===== src/rtl/traffic_pkg.sv =====
`default_nettype none
// ============================================================================
//  Module   : traffic_pkg
//  Brief    : State codes, lamp encodings and decode helpers for the
//             two-road crossing sequencer.
//  Revision : 1.0
// ============================================================================
package traffic_pkg;

    typedef enum logic [2:0] {
        S_AR_A  = 3'd0,
        S_GRN_A = 3'd1,
        S_YEL_A = 3'd2,
        S_AR_B  = 3'd3,
        S_GRN_B = 3'd4,
        S_YEL_B = 3'd5,
        S_PED   = 3'd6,
        S_EMG   = 3'd7
    } state_t;

    localparam logic [2:0] RED = 3'b100;
    localparam logic [2:0] YEL = 3'b010;
    localparam logic [2:0] GRN = 3'b001;

    typedef struct packed {
        logic [2:0] lights_a;
        logic [2:0] lights_b;
        logic       walk;
    } lamps_t;

    // Every state not listed keeps both roads red, so G/Y can never overlap.
    function automatic lamps_t decode_lamps(input state_t s);
        lamps_t l;
        l.lights_a = RED;
        l.lights_b = RED;
        l.walk     = 1'b0;
        case (s)
            S_GRN_A: l.lights_a = GRN;
            S_YEL_A: l.lights_a = YEL;
            S_GRN_B: l.lights_b = GRN;
            S_YEL_B: l.lights_b = YEL;
            S_PED:   l.walk     = 1'b1;
            default: ;
        endcase
        return l;
    endfunction

    function automatic int max4(input int a, input int b, input int c, input int d);
        int m;
        m = a;
        if (b > m) m = b;
        if (c > m) m = c;
        if (d > m) m = d;
        return m;
    endfunction

endpackage
`default_nettype wire


===== src/rtl/traffic_seq_ctrl_phase_timer.sv =====
`default_nettype none
// ============================================================================
//  Module   : phase_timer
//  Brief    : Tick prescaler plus loadable down-timer; LOAD also restarts the
//             prescaler so every phase gets whole ticks.
//  Revision : 1.0
// ============================================================================
module phase_timer #(
    parameter int            TICK_DIV = 4,
    parameter int            TW       = 3,
    parameter logic [TW-1:0] RST_VAL  = '0
) (
    input  logic          CLK,
    input  logic          RSTn,
    input  logic          EN,
    input  logic          LOAD,
    input  logic [TW-1:0] LOAD_VAL,
    output logic          TICK,
    output logic          ZERO,
    output logic [TW-1:0] VALUE
);

    localparam int            PW        = $clog2(TICK_DIV);
    localparam logic [PW-1:0] C_PRE_MAX = PW'(TICK_DIV - 1);

    logic [PW-1:0] r_pre;
    logic [TW-1:0] r_val;

    assign TICK  = EN && (r_pre == C_PRE_MAX);
    assign ZERO  = (r_val == '0);
    assign VALUE = r_val;

    always_ff @(posedge CLK or negedge RSTn) begin
        if (!RSTn) begin
            r_pre <= '0;
            r_val <= RST_VAL;
        end else if (LOAD) begin
            r_pre <= '0;
            r_val <= LOAD_VAL;
        end else if (EN) begin
            r_pre <= TICK ? '0 : r_pre + 1'b1;
            if (TICK && !ZERO) begin
                r_val <= r_val - 1'b1;
            end
        end
    end

endmodule
`default_nettype wire


===== src/rtl/traffic_seq_ctrl.sv =====
`default_nettype none
// ============================================================================
//  Module   : traffic_seq_ctrl
//  Brief    : Two-road crossing sequencer with pedestrian phase and
//             emergency all-red override.
//  Revision : 1.0
// ============================================================================
module traffic_seq_ctrl
    import traffic_pkg::*;
#(
    parameter int   TICK_DIV = 50_000_000,
    parameter int   T_GREEN  = 20,
    parameter int   T_YELLOW = 3,
    parameter int   T_ALLRED = 1,
    parameter int   T_PED    = 10,
    localparam int  TW       = $clog2(max4(T_GREEN, T_YELLOW, T_ALLRED, T_PED) + 1)
) (
    input  logic          CLK,
    input  logic          RSTn,
    input  logic          ENABLE,
    input  logic          PED_REQ,
    input  logic          EMERG,
    output logic [2:0]    LIGHTS_A,
    output logic [2:0]    LIGHTS_B,
    output logic          PED_WALK,
    output logic          PED_ACK,
    output logic          PED_PEND,
    output logic [TW-1:0] SEC_LEFT,
    output logic [2:0]    PHASE
);

    state_t        r_state;
    state_t        w_next;
    lamps_t        r_lamps;
    logic          r_ack;
    logic          r_pend;
    logic          r_ped_b;
    logic          w_tick;
    logic          w_zero;
    logic          w_load;
    logic          w_go_ped;
    logic [TW-1:0] w_value;

    function automatic logic [TW-1:0] phase_len(input state_t s);
        case (s)
            S_GRN_A, S_GRN_B: return TW'(T_GREEN - 1);
            S_YEL_A, S_YEL_B: return TW'(T_YELLOW - 1);
            S_AR_A,  S_AR_B:  return TW'(T_ALLRED - 1);
            S_PED:            return TW'(T_PED - 1);
            default:          return '0;
        endcase
    endfunction

    phase_timer #(
        .TICK_DIV (TICK_DIV),
        .TW       (TW),
        .RST_VAL  (TW'(T_ALLRED - 1))
    ) u_timer (
        .CLK      (CLK),
        .RSTn     (RSTn),
        .EN       (ENABLE),
        .LOAD     (w_load),
        .LOAD_VAL (phase_len(w_next)),
        .TICK     (w_tick),
        .ZERO     (w_zero),
        .VALUE    (w_value)
    );

    // Emergency entry/exit ignores ENABLE; normal transitions need an enabled tick.
    always_comb begin
        w_next = r_state;
        if (EMERG) begin
            w_next = S_EMG;
        end else if (r_state == S_EMG) begin
            w_next = S_AR_A;
        end else if (w_tick && w_zero) begin
            case (r_state)
                S_AR_A:  w_next = r_pend ? S_PED : S_GRN_A;
                S_GRN_A: w_next = S_YEL_A;
                S_YEL_A: w_next = S_AR_B;
                S_AR_B:  w_next = r_pend ? S_PED : S_GRN_B;
                S_GRN_B: w_next = S_YEL_B;
                S_YEL_B: w_next = S_AR_A;
                S_PED:   w_next = r_ped_b ? S_GRN_B : S_GRN_A;
                default: w_next = S_AR_A;
            endcase
        end
    end

    assign w_load   = (w_next != r_state);
    assign w_go_ped = (w_next == S_PED) && (r_state != S_PED);

    always_ff @(posedge CLK or negedge RSTn) begin
        if (!RSTn) begin
            r_state <= S_AR_A;
            r_lamps <= decode_lamps(S_AR_A);
            r_ack   <= 1'b0;
            r_pend  <= 1'b0;
            r_ped_b <= 1'b0;
        end else begin
            r_state <= w_next;
            r_lamps <= decode_lamps(w_next);
            r_ack   <= w_go_ped;
            // Acceptance clears the latch even if a new request arrives that cycle.
            if (w_go_ped) begin
                r_pend  <= 1'b0;
                r_ped_b <= (r_state == S_AR_B);
            end else if (PED_REQ && (r_state != S_PED)) begin
                r_pend  <= 1'b1;
            end
        end
    end

    assign LIGHTS_A = r_lamps.lights_a;
    assign LIGHTS_B = r_lamps.lights_b;
    assign PED_WALK = r_lamps.walk;
    assign PED_ACK  = r_ack;
    assign PED_PEND = r_pend;
    assign SEC_LEFT = w_value;
    assign PHASE    = r_state;

endmodule
`default_nettype wire


===== config.mk =====
export PLATFORM = sky130hd
export DESIGN_NAME = traffic_seq_ctrl
export DESIGN_NICKNAME = d
export VERILOG_FILES = /design/src/rtl/traffic_pkg.sv /design/src/rtl/traffic_seq_ctrl_phase_timer.sv /design/src/rtl/traffic_seq_ctrl.sv
export SDC_FILE = /design/constraint.sdc
export NUM_CORES = 1
export LEC_CHECK = 0
export CAP_MARGIN = 20
export CORE_UTILIZATION = 57
export DETAILED_ROUTE_END_ITERATION = 12
export HOLD_SLACK_MARGIN = 0.08
export PLACE_DENSITY_LB_ADDON = 0.1
export SYNTH_ARGS = -nofsm -noshare
export SYNTH_HDL_FRONTEND = slang
export SYNTH_HIERARCHICAL = 1
export SYNTH_SLANG_ARGS = --single-unit

===== constraint.sdc =====
create_clock -name CLK -period 4.1 [get_ports CLK]
set_clock_uncertainty 0.1 [all_clocks]
set_input_delay 0.82 -clock CLK [delete_from_list [all_inputs] [get_ports CLK]]
set_output_delay 0.82 -clock CLK [all_outputs]
set_load 0.05 [all_outputs]

==> impl_metrics.toml, run 1 <==
[run_status]
outcome = "completed"

[worst_setup_path]
path_max_fanout = 18
critical_path.top_delay_family = "simple AND/OR/NAND/NOR gates"
critPathMostFrequentCell = "nand2_1"
critPathSlowestCell = "or4_1"
worst_ep_required_time_ns = 4.21
cp_num_buf_inv = 2
crit_path_end_kind = "flop"
worst-endpoint-arrival_ns = 3.79
worstSetupStartpointType = "input pin"
cpPeakStageDelay_ns = 0.51
crit_path_cell_trace = "clkdlybuf4s50_1, nand4_1, nor4_2, nand2_1, inv_1, nand3_1, a21oi_1, o21ai_2, nand2_1, nand2_1, a21o_2, or4_1, o21ai_0"
critPathKind = "in2reg"

[logic_synthesis]
avgSynthCellArea_um2 = 9.278
synth_edf_count = 0
async_reset_ff_frac = 1.000
synthFlopType = "dfrtp_1"
ys_seq_area_frac = 0.4489
syn-cell-area_mm2 = 0.002459
synth_cell_types = 58
synth_cells = 265
synth_nets = 272
yosysWarnings = 6
ys_ff_latch = 44

[power_and_ir_drop]
switching_share = 0.3573
p_leak_nw = 1.169
p_int_mw = 0.7282
switching_power_mw = 0.4048
combinationalPowerShare = 0.312
irDropWorstVdd_mv = 0.4026
power.density_mw_per_mm2 = 397.3
seqPwrFrac = 0.443
total_power_mw = 1.133
p_clk_frac = 0.245

[route]
drt_iter0_drc = 160
wirelength_um = 5104
route.vias.total = 2032
drtPass1Iterations = 4
ant_nets = 0
wl_per_cell_um = 14.75
drc_errors = 0
vias_per_cell = 5.873

[hold_path]
hold_class = "in2async"

[cts]
cts_tree = "yes"
clkLatencyLatePin_ns = 0.30
htree_levels = 2
post_cts_buffers = 0
clockBufferDepth = 2
cts.repair.resized = 0
root_buffer = "clkbuf_8"
clk_pin_slew_ns = 0.08
cts_hold_buf = 0
numCtsBuffers = 5
clock-sinks = 44

[floorplan]
start_util = 0.6059
die_h_um = 67.68
placementRows = 23
ios = 22
die_x_um = 67.68
coreArea_mm2 = 0.004058
die_area_mm2 = 0.004580

[sta]
fin_tns_setup_ns = 0
setup_violations = 0
worst_slack_ns = 0.4268
hold_viol = 0
rsz0062_at_grt = "false"
finalMaxSlewViolations = 0
tightestPinTransition_ns = 0.5808
min_period_ns = 3.673
clock.fmax_mhz = 272.2
timing.hold.ws_ns = 0.2138
max-slew-margin-rel = 0.6098
period_share = 0.8959

[placed_design]
placed_cell_area_mm2 = 0.002739
dp_hpwl_um = 3640
portBuffers = 21
place_ws_ns = 0.1495
dp.cells = 337
place_congestion = 0.8727

[final_layout]
final_util = 0.7027
design_area_mm2 = 0.002851
syn_to_final_growth_pct = 15.98
nNetsFinal = 302
layout-drive-gt1-share = 0.1351
layout.cells.non_filler = 346
diodes = 0

[global_route]
grt_util_all_layers = 0.2553
grt_pass1_wl_um = 8514
grt_overflow = 0
grt_max_degree = 45
antenna_found_initial = 0
grt_pass1_vias = 1815

[flow_run]
maxCapViolCount = 0
[synthesized netlist by cell type (2+ instances only)]
cell	n	area share
nor2_1	33	0.050
a21oi_4	2	0.013
o21ai_0	13	0.026
dfstp_2	2	0.021
buf_4	2	0.0061
buf_2	4	0.0081
a32oi_1	2	0.0071
nor4_1	2	0.0051
xor2_1	11	0.039
o22ai_1	2	0.0051
nand2b_1	2	0.0051
and2_1	2	0.0051
nand3_1	14	0.028
or4_1	5	0.015
inv_1	13	0.020
ha_1	2	0.010
nand4_1	12	0.031
o211ai_1	2	0.0061
or3_1	2	0.0051
nor3_1	9	0.018
a31oi_1	2	0.0051
o21ai_2	2	0.0071
xnor2_1	7	0.025
nand2_1	26	0.040
mux2i_1	4	0.016
a21oi_1	14	0.028
dfrtp_1	42	0.43
and4_1	2	0.0071
[layout make-up]
class	count	area, um^2
clock inverters	2	10.01
well taps	50	62.56
inverters	13	48.80
multi-input cells	200	1251
fillers	329	1206
clock buffers	6	82.58
flip-flops and latches	44	1104
repair buffers	31	292.8
[worst paths after layout]
check | from | end | slack [ns] | cells after the start
max | ENABLE | u_timer/r_pre[21] | 0.43 | 13
min | RSTn | PHASE[2] | 0.21 | 1
max reg2reg | u_timer/r_pre[18] | u_timer/r_pre[21] | 0.51 | 13
min reg2reg | u_timer/r_pre[24] | u_timer/r_pre[24] | 0.42 | 1
max in group asynchronous | RSTn | LIGHTS_B[2] | 3.23 | 2
min in group CLK | u_timer/r_pre[24] | u_timer/r_pre[24] | 0.42 | 1
[cell usage in the layout (no fill, tap or decap), drive strengths merged, types with 2 or more instances in the layout]
cell type	Yosys	layout
o21ai	16	16
and2	2	2
or4	6	6
inv	13	13
a32oi	2	2
nor4	4	4
a31oi	2	2
dfstp	2	2
or3	2	2
o21a	2	2
dfrtp	42	42
o211ai	2	2
nand3	14	14
nor3	10	10
o22ai	2	2
xor2	11	11
nand2	26	26
nand3b	2	2
clkdlybuf4s50	0	20
nor2	33	33
clkinv	0	2
nand2b	2	2
and4	2	2
xnor2	7	7
a21oi	17	17
clkbuf	0	6
mux2i	4	4
ha	2	2
nand4	12	12
buf	7	11
[layer usage]
layer	GRT usage	up-vias	wire length, um
met2	0.3775	48	2295
li1	-	996	-
met4	0.09840	0	73
met3	0.04730	8	217
met1	0.3661	980	2518
met5	0	-	0
[worst reg2reg max path, stage by stage, from the launching register on]
cell and delay, ns:
dfrtp_1 0.42, or4b_4 0.56, nor4_4 0.27, buf_4 0.21, nand2_1 0.08, inv_1 0.13
nand3_1 0.15, a21oi_1 0.34, o21ai_2 0.12, nand2_1 0.08, nand2_1 0.10, a21o_2 0.35
or4_1 0.52, o21ai_0 0.10
[cells by family (layout without fill, tap and decap cells)]
| logic type | Yosys count | after routing | share of synthesized area |
|---|---|---|---|
| simple gates | 124 | 124 | 0.2733 |
| compound gates | 50 | 50 | 0.1374 |
| flops | 44 | 44 | 0.4489 |
| buf+inv | 21 | 52 | 0.04224 |
| xor+xnor | 18 | 18 | 0.06412 |
| mux | 5 | 5 | 0.02239 |
| fa+ha+maj | 2 | 2 | 0.01018 |
| other cells | 1 | 1 | 0.001525 |
[power by group through the flow]
stage,Combinational (mW),Clock [mW],Sequential (mW)
CTS,0.353,0.285,0.501
finish,0.354,0.278,0.501
global route,0.383,0.303,0.507
global placement,0.346,0,0.508
floorplan,0.165,0,0.587
detailed placement,0.351,0,0.509
[sequential cells by signal (all words and copies together) (netlist names)]
register / count
PHASE: 3
PED_PEND: 1
u_timer/r_pre: 26
PED_ACK: 1
r_ped_b: 1
LIGHTS_A: 3
LIGHTS_B: 3
u_timer/VALUE: 5
PED_WALK: 1
No activity file was read; power rests on OpenSTA's default activity.
==> inputs of run 2 (changes only) <==
- clock period: 4.1 -> 3.8 ns (I/O delays scaled with it)
==> impl_metrics.toml, run 2 (synthesized netlist as in run 1, its figures left out) <==
[placed_design]
placed_cell_area_mm2 = 0.002761
dp_hpwl_um = 3711
portBuffers = 21
place_congestion = 0.8936

[final_layout]
nFillCells = 330
mostFrequentLayoutCells = "dfrtp_1 (42), nor2_1 (33), nand2_1 (26)"
syn_to_final_growth_pct = 15.83
mostFrequentLayoutCell = "dfrtp_1"
multi_input_area_mm2 = 0.001256
diodes = 0
ff_latch_area_mm2 = 0.001104
nNetsFinal = 304
largest_reg_flops = 26
final_util = 0.7018
design_area_mm2 = 0.002848
regMostFlops = "u_timer/r_pre"
layout-drive-gt1-share = 0.1376

[cts]
clkLatencyLatePin_ns = 0.29
htree_levels = 2
clock-sinks = 44
cts_tree = "yes"
numCtsBuffers = 5
clk_pin_slew_ns = 0.08
root_buffer = "clkbuf_8"
clockBufferDepth = 2
cts_hold_buf = 0

[worst_setup_path]
cp_num_buf_inv = 2
cpPeakStageDelay_ns = 0.49
critPathSlowestCell = "clkdlybuf4s50_1"
critical_path.top_delay_family = "simple AND/OR/NAND/NOR gates"
worst-endpoint-arrival_ns = 3.61
worstSetupStartpointType = "input pin"
worst_ep_required_time_ns = 3.88
critPathMostFrequentCell = "nand2_1"
critPathKind = "in2reg"
crit_path_cell_trace = "clkdlybuf4s50_1, nand4_1, nor4_2, nand2_1, inv_1, and2_1, a21oi_4, o21ai_2, nand2_1, nand2_1, nor2_1, nor3_1, and4_1, xnor2_1, nor2_1"
crit_path_end_kind = "flop"
path_max_fanout = 5

[power_and_ir_drop]
total_power_mw = 1.201
irDropWorstVdd_mv = 0.3506
p_leak_nw = 1.165
power.density_mw_per_mm2 = 421.7

[sta]
hold_viol = 0
min_period_ns = 3.524
tightestPinTransition_ns = 0.9471
setup_violations = 0
max-slew-margin-rel = 0.3686
finalMaxSlewViolations = 0
period_share = 0.9273
rsz0062_at_grt = "false"
clock.fmax_mhz = 283.8
timing.hold.ws_ns = 0.4395

[route]
drc_errors = 0
route.vias.total = 2010
vias_per_cell = 5.776
wl_per_cell_um = 14.78
drtPass1Iterations = 4
drt_iter0_drc = 203
ant_nets = 0
wirelength_um = 5145

[floorplan]
die_x_um = 67.68
die_h_um = 67.68
start_util = 0.6059
die_area_mm2 = 0.004580
ios = 22
placementRows = 23
coreArea_mm2 = 0.004058

[flow_run]
maxCapViolCount = 0

[global_route]
grt_overflow = 0
grt_util_all_layers = 0.2513
grt_max_degree = 45
grt_pass1_wl_um = 8314
grt_pass1_vias = 1739
antenna_found_initial = 0

[run_status]
outcome = "completed"

[hold_path]
hold_class = "reg2reg"
==> run 2: changes by cell type in the layout (fill, tap and decap cells not counted), sizes merged <==
cell	previous run	this run
buf	11	13
clkinv	2	1
clkbuf	6	7
==> run 2: final timing paths <==
check / start / end / slack (ns) / depth (start not counted)
hold reg to reg: r_ped_b / r_ped_b / 0.44 / 2
min in group asynchronous: RSTn / LIGHTS_B[0] / 0.51 / 1
hold / removal: r_ped_b / r_ped_b / 0.44 / 2
setup reg to reg: u_timer/r_pre[18] / u_timer/r_pre[11] / 0.43 / 14
setup / recovery: ENABLE / u_timer/r_pre[11] / 0.28 / 15
max in group asynchronous: RSTn / PED_WALK / 2.49 / 1
==> run 2: what timing repair did <==
| item | in CTS | in global routing |
|---|---|---|
| endpoints found under the setup margin | 0 | 1 |
| setup buffers | 0 | 0 |
| resized for setup | 0 | 1 |
==> run 2: stage by stage <==
stage                     instances  setup slack [ns]  setup TNS (ns)
after global routing            348           0.01448               0
after CTS                       348            0.2509               0
final                           348            0.2764               0
after global placement          340           0.08703               0
after floorplan                 265            0.1129               0
after detailed placement        340          -0.04559        -0.06101
==> run 2: area by class of cell <==
class | count | share of cell area
Multi-Input combinational cell | 200 | 0.4411
Sequential cell | 44 | 0.3875
Tap cell | 50 | 0.02197
Timing Repair Buffer | 33 | 0.1037
Inverter | 13 | 0.01714
Clock buffer | 7 | 0.02680
Clock inverter | 1 | 0.001757
==> run 2: report_power, final <==
part           total [mW]  switching, mW  internal [mW]  leakage, nW
Sequential          0.541         0.0383          0.503        0.582
Clock               0.274          0.145          0.129       0.0422
Combinational       0.386          0.243          0.143        0.541
Total                1.20          0.426          0.775         1.17
==> run 2: worst reg2reg max path, cell delays in order, from the launching register on <==
cell and delay (ns):
dfrtp_1 0.42, or4b_4 0.56, nor4_4 0.28, nand2_1 0.11, inv_1 0.14, and2_1 0.24, a21oi_4 0.09, o21ai_2 0.18
nand2_1 0.07, nand2_1 0.13, nor2_1 0.12, nor3_1 0.40, and4_1 0.27, xnor2_1 0.12, nor2_1 0.05
==> run 2: routing by layer <==
metal / wire length (um) / part of all wire / global-route usage / vias up
met4: 76 / 0.015 / 0.09574 / 0
met3: 265 / 0.052 / 0.04561 / 8
met1: 2485 / 0.48 / 0.3592 / 947
met5: 0 / 0 / 0 / -
met2: 2317 / 0.45 / 0.3738 / 55
li1: - / - / - / 1000
==> inputs of run 3 (changes only) <==
- CELL_PAD_IN_SITES_DETAIL_PLACEMENT: unset -> 1
- CELL_PAD_IN_SITES_GLOBAL_PLACEMENT: unset -> 1
- CORE_UTILIZATION: 57 -> 44
==> impl_metrics.toml, run 3 (synthesized netlist as in run 1, its figures left out) <==
[run_status]
outcome = "completed"

[final_layout]
diodes = 0
final_util = 0.5559
largest_reg_flops = 26
nNetsFinal = 306
mostFrequentLayoutCells = "dfrtp_1 (42), nor2_1 (33), nand2_1 (26)"
layout.cells.non_filler = 370
mostFrequentLayoutCell = "dfrtp_1"
syn_to_final_growth_pct = 18.42
regMostFlops = "u_timer/r_pre"
layout-drive-gt1-share = 0.1500

[sta]
hold_viol = 0
max-slew-margin-rel = 0.6193
clock.fmax_mhz = 280.7
worst_slack_ns = 0.2370
min_period_ns = 3.563
setup_violations = 0
finalMaxSlewViolations = 0
period_share = 0.9376
tightestPinTransition_ns = 0.5667

[cts]
post_cts_buffers = 0
cts_tree = "yes"
clk_pin_slew_ns = 0.08
clkLatencyLatePin_ns = 0.29
htree_levels = 2
root_buffer = "clkbuf_8"
numCtsBuffers = 5
cts.repair.resized = 0
clock-sinks = 44
cts_hold_buf = 0
clockBufferDepth = 2

[route]
route.vias.total = 2077
vias_per_cell = 5.614
drtPass1Iterations = 6
drt_iter0_drc = 81
drc_errors = 0
ant_nets = 0
wl_per_cell_um = 16.40
wirelength_um = 6069

[placed_design]
place_ws_ns = -0.02412
place_congestion = 0.8140
dp.cells = 361
dp_hpwl_um = 4503
portBuffers = 21

[global_route]
grt_util_all_layers = 0.2259
grt_overflow = 0
grt_pass1_vias = 2157
grt_max_degree = 45
grt_pass1_wl_um = 10670
antenna_found_initial = 0

[worst_setup_path]
crit_path_end_kind = "flop"
critical_path.top_delay_family = "simple AND/OR/NAND/NOR gates"
critPathMostFrequentCell = "nand2_1"
critPathSlowestCell = "clkdlybuf4s50_1"
path_max_fanout = 4
worst-endpoint-arrival_ns = 3.65
cpPeakStageDelay_ns = 0.49
worstRegToRegCells = 14
crit_path_cell_trace = "clkdlybuf4s50_1, nand4_1, nor4_2, nand2_1, inv_1, and2_1, a21oi_4, o21ai_2, nand2_1, nand2_1, nor2_1, nor3_1, and4_1, xnor2_1, nor2_1"
critPathKind = "in2reg"
cp_num_buf_inv = 2
worstSetupStartpointType = "input pin"
worstSetupPathDepth = 15
worst_ep_required_time_ns = 3.88

[power_and_ir_drop]
combinationalPowerShare = 0.316
power.density_mw_per_mm2 = 427.3
switching_share = 0.3651
p_clk_frac = 0.247
total_power_mw = 1.244
p_leak_nw = 1.189
p_int_mw = 0.7898
switching_power_mw = 0.4542
seqPwrFrac = 0.437
irDropWorstVdd_mv = 0.2256

[hold_path]
hold_class = "in2async"

[floorplan]
start_util = 0.4694
die_x_um = 76.75
die_area_mm2 = 0.005891
placementRows = 26
ios = 22
coreArea_mm2 = 0.005238
die_h_um = 76.75

[flow_run]
maxCapViolCount = 0
## run 3: final cells by class
cell class / count / area (um^2)
fillers: 619 / 2326
multi-input cells: 200 / 1256
flip-flops and latches: 44 / 1104
repair buffers: 35 / 322.8
well taps: 70 / 87.58
clock buffers: 6 / 82.58
inverters: 13 / 48.80
clock inverters: 2 / 10.01
## run 3: power groups by stage
stage / clock [mW] / sequential (mW) / combinational [mW]
3_5_place_dp: 0 / 0.552 / 0.392
4_1_cts: 0.313 / 0.544 / 0.393
3_3_place_gp: 0 / 0.550 / 0.384
6_report: 0.307 / 0.544 / 0.393
2_1_floorplan: 0 / 0.634 / 0.178
5_1_grt: 0.332 / 0.550 / 0.422
## run 3: final timing paths
check	from	endpoint	slack, ns
max	ENABLE	u_timer/r_pre[11]	0.24
min	RSTn	u_timer/r_pre[6]	0.31
max reg2reg	u_timer/r_pre[18]	u_timer/r_pre[11]	0.37
min reg2reg	u_timer/r_pre[24]	u_timer/r_pre[24]	0.42
max in group asynchronous	RSTn	LIGHTS_A[2]	2.72
min in group CLK	u_timer/r_pre[24]	u_timer/r_pre[24]	0.42
## run 3: per-layer routing
metal	vias to the layer above	wire [um]	track usage
li1	1004	-	-
met1	1037	2724	0.2807
met2	27	3091	0.3938
met3	9	124	0.03333
met4	0	129	0.08462
met5	-	0	0
## run 3: through the flow
step	cell area (um^2)	hold WS, ns	TNS (ns)
floorplan	2459	0.3644	0
global placement	2794	0.4020	0
detailed placement	2794	0.4098	-0.03573
CTS	2887	0.4209	0
global route	2912	0.3414	-0.01446
finish	2912	0.3077	0
